File: config.mk
export PLATFORM = sky130hd
export DESIGN_NAME = sf_stream_mavg
export DESIGN_NICKNAME = d
export VERILOG_FILES = /design/src/rtl/sf_stream_mavg.sv
export SDC_FILE = /design/constraint.sdc
export NUM_CORES = 1
export LEC_CHECK = 0
export BUFFER_PORTS_ARGS = -buffer_cell sky130_fd_sc_hd__buf_4
export CELL_PAD_IN_SITES_DETAIL_PLACEMENT = 1
export CELL_PAD_IN_SITES_GLOBAL_PLACEMENT = 2
export CORE_MARGIN = 2
export CORE_UTILIZATION = 43
export CTS_CLUSTER_DIAMETER = 40
export DETAILED_ROUTE_END_ITERATION = 8
export PLACE_DENSITY_LB_ADDON = 0.1
export SETUP_SLACK_MARGIN = 0.15
export SYNTH_ARGS = -nofsm -noshare
export SYNTH_HDL_FRONTEND = slang
export SYNTH_SLANG_ARGS = --single-unit
export TNS_END_PERCENT = 50
File: constraint.sdc
create_clock -name clk -period 4.9 [get_ports clk]
set_clock_uncertainty 0.05 [all_clocks]
set_input_delay 0.98 -clock clk [delete_from_list [all_inputs] [get_ports clk]]
set_output_delay 0.98 -clock clk [all_outputs]
set_load 0.01 [all_outputs]
File: src/rtl/sf_stream_mavg.sv
// sf_stream_mavg: streaming multi-channel moving-average filter.
// Each channel keeps a circular buffer of its last WIN = 2**WIN_LOG2 samples
// and a running sum. Once a channel's window is full, every accepted sample
// produces one averaged output through a single output register.
// Optional build macro: SF_STREAM_ROUND_EN selects round-half-up averaging;
// without it the average is truncated.
module sf_stream_mavg #(
  parameter int DATA_WIDTH = 8,
  parameter int WIN_LOG2   = 2,
  parameter int CHANNELS   = 2,
  localparam int CW        = (CHANNELS > 1) ? $clog2(CHANNELS) : 1
) (
  input  logic                  clk,
  input  logic                  rst,
  input  logic                  clear,
  input  logic                  s_valid,
  output logic                  s_ready,
  input  logic [CW-1:0]         s_chan,
  input  logic [DATA_WIDTH-1:0] s_data,
  output logic                  m_valid,
  input  logic                  m_ready,
  output logic [CW-1:0]         m_chan,
  output logic [DATA_WIDTH-1:0] m_data,
  output logic                  err_chan
);

  localparam int WIN = 1 << WIN_LOG2;
  localparam int PW  = (WIN_LOG2 > 0) ? WIN_LOG2 : 1;
  localparam int FW  = WIN_LOG2 + 1;
  localparam int SW  = DATA_WIDTH + WIN_LOG2;

  localparam logic [PW-1:0] PTR_LAST  = PW'(WIN - 1);
  localparam logic [FW-1:0] FILL_FULL = FW'(WIN);
  localparam logic [SW-1:0] HALF      = SW'(WIN >> 1);

  // Per-channel state; the sample RAM is never reset, fill gates its use.
  logic [DATA_WIDTH-1:0] mem      [CHANNELS][WIN];
  logic [PW-1:0]         wptr     [CHANNELS];
  logic [FW-1:0]         fill     [CHANNELS];
  logic [SW-1:0]         chan_sum [CHANNELS];

  // Stage p0: combinational accept and running-sum update.
  logic                  chan_ok_p0;
  logic                  acc_p0;
  logic                  load_p0;
  logic [CW-1:0]         ch_p0;
  logic [PW-1:0]         ptr_p0;
  logic [PW-1:0]         ptr_nx_p0;
  logic [FW-1:0]         fill_p0;
  logic [FW-1:0]         fill_nx_p0;
  logic [SW-1:0]         old_p0;
  logic [SW-1:0]         sum_nx_p0;

  // Stage p1: output register.
  logic                  vld_p1;
  logic [CW-1:0]         chan_p1;
  logic [DATA_WIDTH-1:0] data_p1;
  logic                  err_p1;

  // Averaging: optional round-half-up, then divide by the window length.
  // sum + WIN/2 stays below 2**SW, so no extra headroom bit is needed.
  function automatic logic [DATA_WIDTH-1:0] avg_fn(input logic [SW-1:0] s);
    logic [SW-1:0] t;
`ifdef SF_STREAM_ROUND_EN
    t = s + HALF;
`else
    t = s;
`endif
    avg_fn = DATA_WIDTH'(t >> WIN_LOG2);
  endfunction

  // A power-of-two channel count cannot encode an out-of-range tag.
  if (CHANNELS == (1 << CW)) begin : g_chan_pow2
    assign chan_ok_p0 = 1'b1;
  end else begin : g_chan_npow2
    assign chan_ok_p0 = (s_chan < CW'(CHANNELS));
  end

  assign s_ready  = !clear && (!vld_p1 || m_ready);
  assign acc_p0   = s_valid && s_ready;
  assign m_valid  = vld_p1;
  assign m_chan   = chan_p1;
  assign m_data   = data_p1;
  assign err_chan = err_p1;

  // Look up the addressed channel and form its next sum, fill and pointer.
  always_comb begin
    ch_p0      = chan_ok_p0 ? s_chan : '0;
    ptr_p0     = wptr[ch_p0];
    fill_p0    = fill[ch_p0];
    old_p0     = (fill_p0 == FILL_FULL) ? SW'(mem[ch_p0][ptr_p0]) : '0;
    sum_nx_p0  = chan_sum[ch_p0] - old_p0 + SW'(s_data);
    fill_nx_p0 = (fill_p0 == FILL_FULL) ? fill_p0 : fill_p0 + 1'b1;
    ptr_nx_p0  = (ptr_p0 == PTR_LAST) ? '0 : ptr_p0 + 1'b1;
    load_p0    = acc_p0 && chan_ok_p0 && (fill_nx_p0 == FILL_FULL);
  end

  // Channel bookkeeping: restart warm-up on rst/clear, advance on accept.
  always_ff @(posedge clk) begin
    if (rst || clear) begin
      for (int i = 0; i < CHANNELS; i++) begin
        wptr[i]     <= '0;
        fill[i]     <= '0;
        chan_sum[i] <= '0;
      end
    end else if (acc_p0 && chan_ok_p0) begin
      wptr[ch_p0]     <= ptr_nx_p0;
      fill[ch_p0]     <= fill_nx_p0;
      chan_sum[ch_p0] <= sum_nx_p0;
    end
  end

  // Sample RAM write: the new sample replaces the oldest slot.
  always_ff @(posedge clk) begin
    if (acc_p0 && chan_ok_p0) begin
      mem[ch_p0][ptr_p0] <= s_data;
    end
  end

  // Output register: load on a full-window accept, else drain on m_ready.
  always_ff @(posedge clk) begin
    if (rst) begin
      vld_p1  <= 1'b0;
      chan_p1 <= '0;
      data_p1 <= '0;
    end else if (load_p0) begin
      vld_p1  <= 1'b1;
      chan_p1 <= ch_p0;
      data_p1 <= avg_fn(sum_nx_p0);
    end else if (m_ready) begin
      vld_p1  <= 1'b0;
    end
  end

  // Sticky flag for samples tagged with a nonexistent channel.
  always_ff @(posedge clk) begin
    if (rst || clear) begin
      err_p1 <= 1'b0;
    end else if (acc_p0 && !chan_ok_p0) begin
      err_p1 <= 1'b1;
    end
  end

endmodule

# --- Word-level counts from Yosys, hierarchy flattened ---
# Memories as Yosys holds them, arrays and structs flattened.
# Cells that the tools add are included.
totals:
  mem_bits_rw: 94
  out_inout_bits: 12
  mem_count: 4
  word_cells: 54
  ff_bits: 10
memory_table:
  columns: ["memory", "words", "word_bits", "rd", "rd_ports_with_merged_regs", "wr", "line", "rtl"]
  rows:
  - ["mem", 2, 32, 1, 0, 1, "37", "logic [DATA_WIDTH-1:0] mem [CHANNELS][WIN];"]
  - ["chan_sum", 2, 10, 1, 0, 2, "40", "logic [SW-1:0] chan_sum [CHANNELS];"]
  - ["fill", 2, 3, 1, 0, 2, "39", "logic [FW-1:0] fill [CHANNELS];"]
  - ["wptr", 2, 2, 1, 0, 2, "38", "logic [PW-1:0] wptr [CHANNELS];"]
op_classes:
  add_sub_neg: 4
  magnitude_cmp: 2
  n_eq_ne: 3
  n_reduce_logical: 12
  mux: 25
  bitwise_logic: 1
op_table:
  columns: ["op", "count"]
  rows:
  - ["32-bit 2-to-1 mux", 1]
  - ["8-bit 2-to-1 mux", 4]
  - ["8-bit binary-select mux with 2-bit select", 1]
  - ["8-bit demux with 2-bit select", 1]
  - ["1-bit 2-to-1 mux", 13]
  - ["10-bit by 8-bit adder with 10-bit output", 1]
  - ["10-bit 2-to-1 mux", 1]
  - ["10-bit OR reduction", 1]
  - ["10-bit by 8-bit subtractor with 10-bit output", 1]
  - ["3-bit equality test (second input constant)", 2]
  - ["3-bit 2-to-1 mux", 2]
  - ["1-bit logical AND", 4]
  - ["2-bit 2-to-1 mux", 2]
  - ["3-bit by 1-bit adder with 3-bit output (second input constant)", 1]
  - ["3-bit greater-or-equal comparator (second input constant)", 1]
  - ["3-bit by 1-bit less-than comparator with 1-bit output (second input constant)", 1]
  - ["2-bit NOT with 3-bit output", 1]
  - ["3-bit OR reduction", 1]
  - ["2-bit by 1-bit adder with 2-bit output (second input constant)", 1]
  - ["2-bit equality test (second input constant)", 1]
  - ["1-bit zero test", 2]
  - ["1-bit logical OR", 2]
  - ["2-bit nonzero test", 1]
  - ["2-bit OR reduction", 1]

# --- Depth between registers and ports, before layout ---
logic_depth:
  ltp_word: 9
  depth_mapped: 17
  depth_no_buf: 15

# --- Worst setup path after synthesis ---
# OpenSTA, ideal clock, no wires.
synth_path:
  path_type: "input to register"
  start: "input port s_chan"
  end: "memory chan_sum[0][9] (netlist bit) (data pin)"
  stages: 16
  required_time_ns: 4.587
  path_slack_ns: 0.383
  t_arrival_ns: 4.205
  n_path_buf: 4
  setup_time_ns: 0.263
  cell_sequence: "buf_4 -> clkbuf_1 -> clkbuf_1 -> mux2i_1 -> ha_1 -> nand2_1 -> nor2_1 -> fa_1 -> inv_1 -> ha_1 -> clkbuf_1 -> nand3_1 -> o211ai_1 -> a31oi_1 -> xnor2_1 -> nor2_1"
synth_lines:
  columns: ["item", "line", "rtl"]
  rows:
  - ["start: declaration", "18", "input logic [CW-1:0] s_chan,"]
  - ["end: declaration", "40", null]

==> impl_metrics.yaml <==
outcome:
  outcome: "finished clean"
detailed_routing:
  drt_first_iter_violations: 73
  vias: 2999
  wl_per_cell_um: 19.37
  ant_nets: 0
  finalWirelength_mm: 10.87
  routed_via_density: 5.346
  firstDrtPassIters: 4
  drc: 0
grt:
  antenna_found_initial: 0
  grt_util_all_layers_pct: 18.82
  grt_pass1_wl_mm: 18.11
  grt_pass1_vias: 3272
  grt_max_degree: 46
  grt_remaining_overflow: 0
synthesis:
  ys_seq_elements: 104
  syn_avg_cell_area_um2: 12.82
  postSynthCellCount: 394
  yosys.area.top_type: "edfxtp_1"
  async_flop_share_pct: 0
  yosys.area.top_type_share_pct: 55.88
  ys_seq_area_share_pct: 59.85
  synth.area.top_cells: "edfxtp_1 (56%), mux2i_1 (5.9%), dfxtp_1 (4.0%)"
  synth_top_flop_cell: "edfxtp_1"
  synth_enable_flop_cells: 94
  yosys_warnings: 0
  syn_area_um2: 5051
  synth.distinct_cells: 47
  synth_fp_nets: 432
timing:
  worstMarginPinSlew_ps: 996.7
  tns_ps: 0
  slew_headroom_pct: 32.61
  min_period_ps: 4261
  slew_violations: 0
  finalSetupViolCount: 0
  fmax_mhz: 234.7
  fin_ws_ps: 638.8
  rsz0062_at_grt: "false"
  finalHoldViolCount: 0
  period_share_pct: 86.96
floorplanning:
  start_util_pct: 44.24
  rows: 39
  die_y_um: 112.4
  design.core.area_um2: 11420
  dieWidth_um: 112.4
  die_area_um2: 12630
  ios: 26
cells_and_area:
  syn_to_final_growth_pct: 11.69
  antenna_cells: 0
  fin_nets: 452
  drive_gt1_share_pct: 11.72
critical_path:
  critical-path-top-delay-family: "compound AO/OA/AOI/OAI gates"
  cp.arrival_ps: 4280
  worst_setup_path_end_kind: "register"
  crit_buf_inv: 2
  cp_cell_sequence: "buf_4, nor2b_1, a211oi_1, a211oi_1, a21oi_1, nor2_1, fa_1, inv_1, ha_1, nor2b_1, o22a_1, a311oi_1, xor2_1, nor2_1"
  critPathKind: "reg -> reg"
  critPathRequiredTime_ps: 4920
  cp_max_fo: 26
  crit_slowest_cell: "edfxtp_1"
  r2r_slack_ps: 640
  cp_slowest_stage_delay_ps: 940
  startpoint_type: "register"
clock_tree:
  cts_buffers: 9
  postCtsResizedCells: 0
  htree_levels: 3
  postCtsSetupBuffers: 0
  cts_tree: "built"
  clk-insertion-delay-late_ps: 350
  cts_buffer_depth: 2
  cts_root_buffer: "clkbuf_16"
  holdBufCountCts: 0
  clk_pin_slew_ps: 70
  cts.sinks: 104
placed_design:
  gp_congestion: 0.7905
  hpwl_mm: 7.427
  numPortBuffers: 24
  post-place-ws_ps: 394.0
pwr:
  ir_drop_mv: 0.1590
  power_density_nw_per_um2: 368.2
  leakage_nw: 2.124
hold_path:
  worstHoldPathType: "reg -> reg"
flow_run:
  max-cap-violations: 0
## worst reg2reg max path: cells and delay by family, from the launching register on
kind                     cells  cell delay, ps
AO/OA/AOI/OAI                5            1050
flip-flops                   1             940
adder cells (fa/ha/maj)      2             890
AND/OR/NAND/NOR              4             410
buffers and inverters        2             350
XOR/XNOR                     1             290
## sequential cells by signal, indices dropped and copies added (netlist names)
name / count
chan_sum: 20
fill: 6
m_chan: 1
m_data: 8
m_valid: 1
mem: 64
wptr: 4
## placed cells by master (no fill, tap or decap), drive strengths merged, types with 2 or more instances in the layout
| cell type | netlist | routed |
|---|---|---|
| dfxtp | 10 | 10 |
| nor3 | 3 | 3 |
| a21o | 2 | 2 |
| nand2b | 14 | 14 |
| or3 | 3 | 3 |
| xor2 | 5 | 5 |
| o21ai | 2 | 2 |
| o22ai | 2 | 2 |
| edfxtp | 94 | 94 |
| nor2 | 43 | 43 |
| mux2 | 3 | 3 |
| o211a | 2 | 2 |
| fa | 8 | 8 |
| a21oi | 23 | 23 |
| a31oi | 2 | 2 |
| nor2b | 19 | 19 |
| xnor2 | 5 | 5 |
| nand2 | 3 | 3 |
| clkbuf | 13 | 10 |
| inv | 33 | 33 |
| and3 | 2 | 2 |
| buf | 5 | 27 |
| clkinv | 0 | 3 |
| and2 | 9 | 9 |
| a211oi | 26 | 26 |
| mux2i | 30 | 30 |
| nand3 | 2 | 2 |
| ha | 16 | 16 |
## per-layer routing
layer	global-route usage (%)	wire length, µm	vias up
li1	-	-	1451
met1	24.96	5100	1504
met2	31.77	5368	32
met3	2.538	212	12
met4	6.992	189	0
met5	0	0	-
## cells in the mapped netlist, types with 5 or more instances
cell type and instances:
clkbuf_1 13, inv_1 33, fa_1 8, a211oi_1 25, dfxtp_1 10, xnor2_1 5, nand2b_1 14, edfxtp_1 94
a21oi_1 23, nor2b_1 18, nor2_1 42, xor2_1 5, and2_1 9, ha_1 16, mux2i_1 30
## power by group
part / leakage, nW / switching [mW] / internal (mW) / total (mW)
clock: 0.136 / 0.318 / 0.394 / 0.712
combinational: 0.991 / 0.215 / 0.141 / 0.357
sequential: 0.996 / 0.0126 / 0.996 / 1.01
total: 2.12 / 0.546 / 1.53 / 2.08
## metrics by stage
step	std cells	util [%]	instance area (µm²)	total power, mW	hold WS, ps
2_1_floorplan	394	-	5051	1.283	443.5
3_3_place_gp	546	46.89	5354	1.379	408.9
3_5_place_dp	546	46.89	5354	1.385	417.1
4_1_cts	561	49.41	5642	2.091	428.1
5_1_grt	561	49.41	5642	2.175	459.5
6_report	561	49.41	5642	2.077	424.0
## logic make-up (layout without fill, tap and decap cells)
group | Yosys count | in the layout | synth area share, %
simple gates | 103 | 103 | 10.82
xor+xnor | 10 | 10 | 1.734
fa+ha+maj | 24 | 24 | 7.134
compound gates | 68 | 68 | 9.512
flops | 104 | 104 | 59.85
other cells | 1 | 1 | 0.07424
mux | 33 | 33 | 6.614
buf+inv | 51 | 75 | 4.260
## final timing paths
check                                  to  cells past startpoint                startpoint
max          chan_sum[1][8]$_SDFFCE_PN0P_                     14  wptr[0][0]$_SDFFCE_PN0P_
min                m_data[2]$_SDFFE_PP0P_                      2    m_data[2]$_SDFFE_PP0P_
max reg2reg  chan_sum[1][8]$_SDFFCE_PN0P_                     14  wptr[0][0]$_SDFFCE_PN0P_
min reg2reg        m_data[2]$_SDFFE_PP0P_                      2    m_data[2]$_SDFFE_PP0P_
## final cells by class
cell class	count	area (µm²)
clock buffer	10	229.0
clock inverter	5	58.81
fill	1193	5777
inverter	33	123.9
multi-input combinational	239	1813
sequential	104	3023
tap	143	178.9
timing repair buffer	27	215.2
Power figures use the tool's default switching activity.
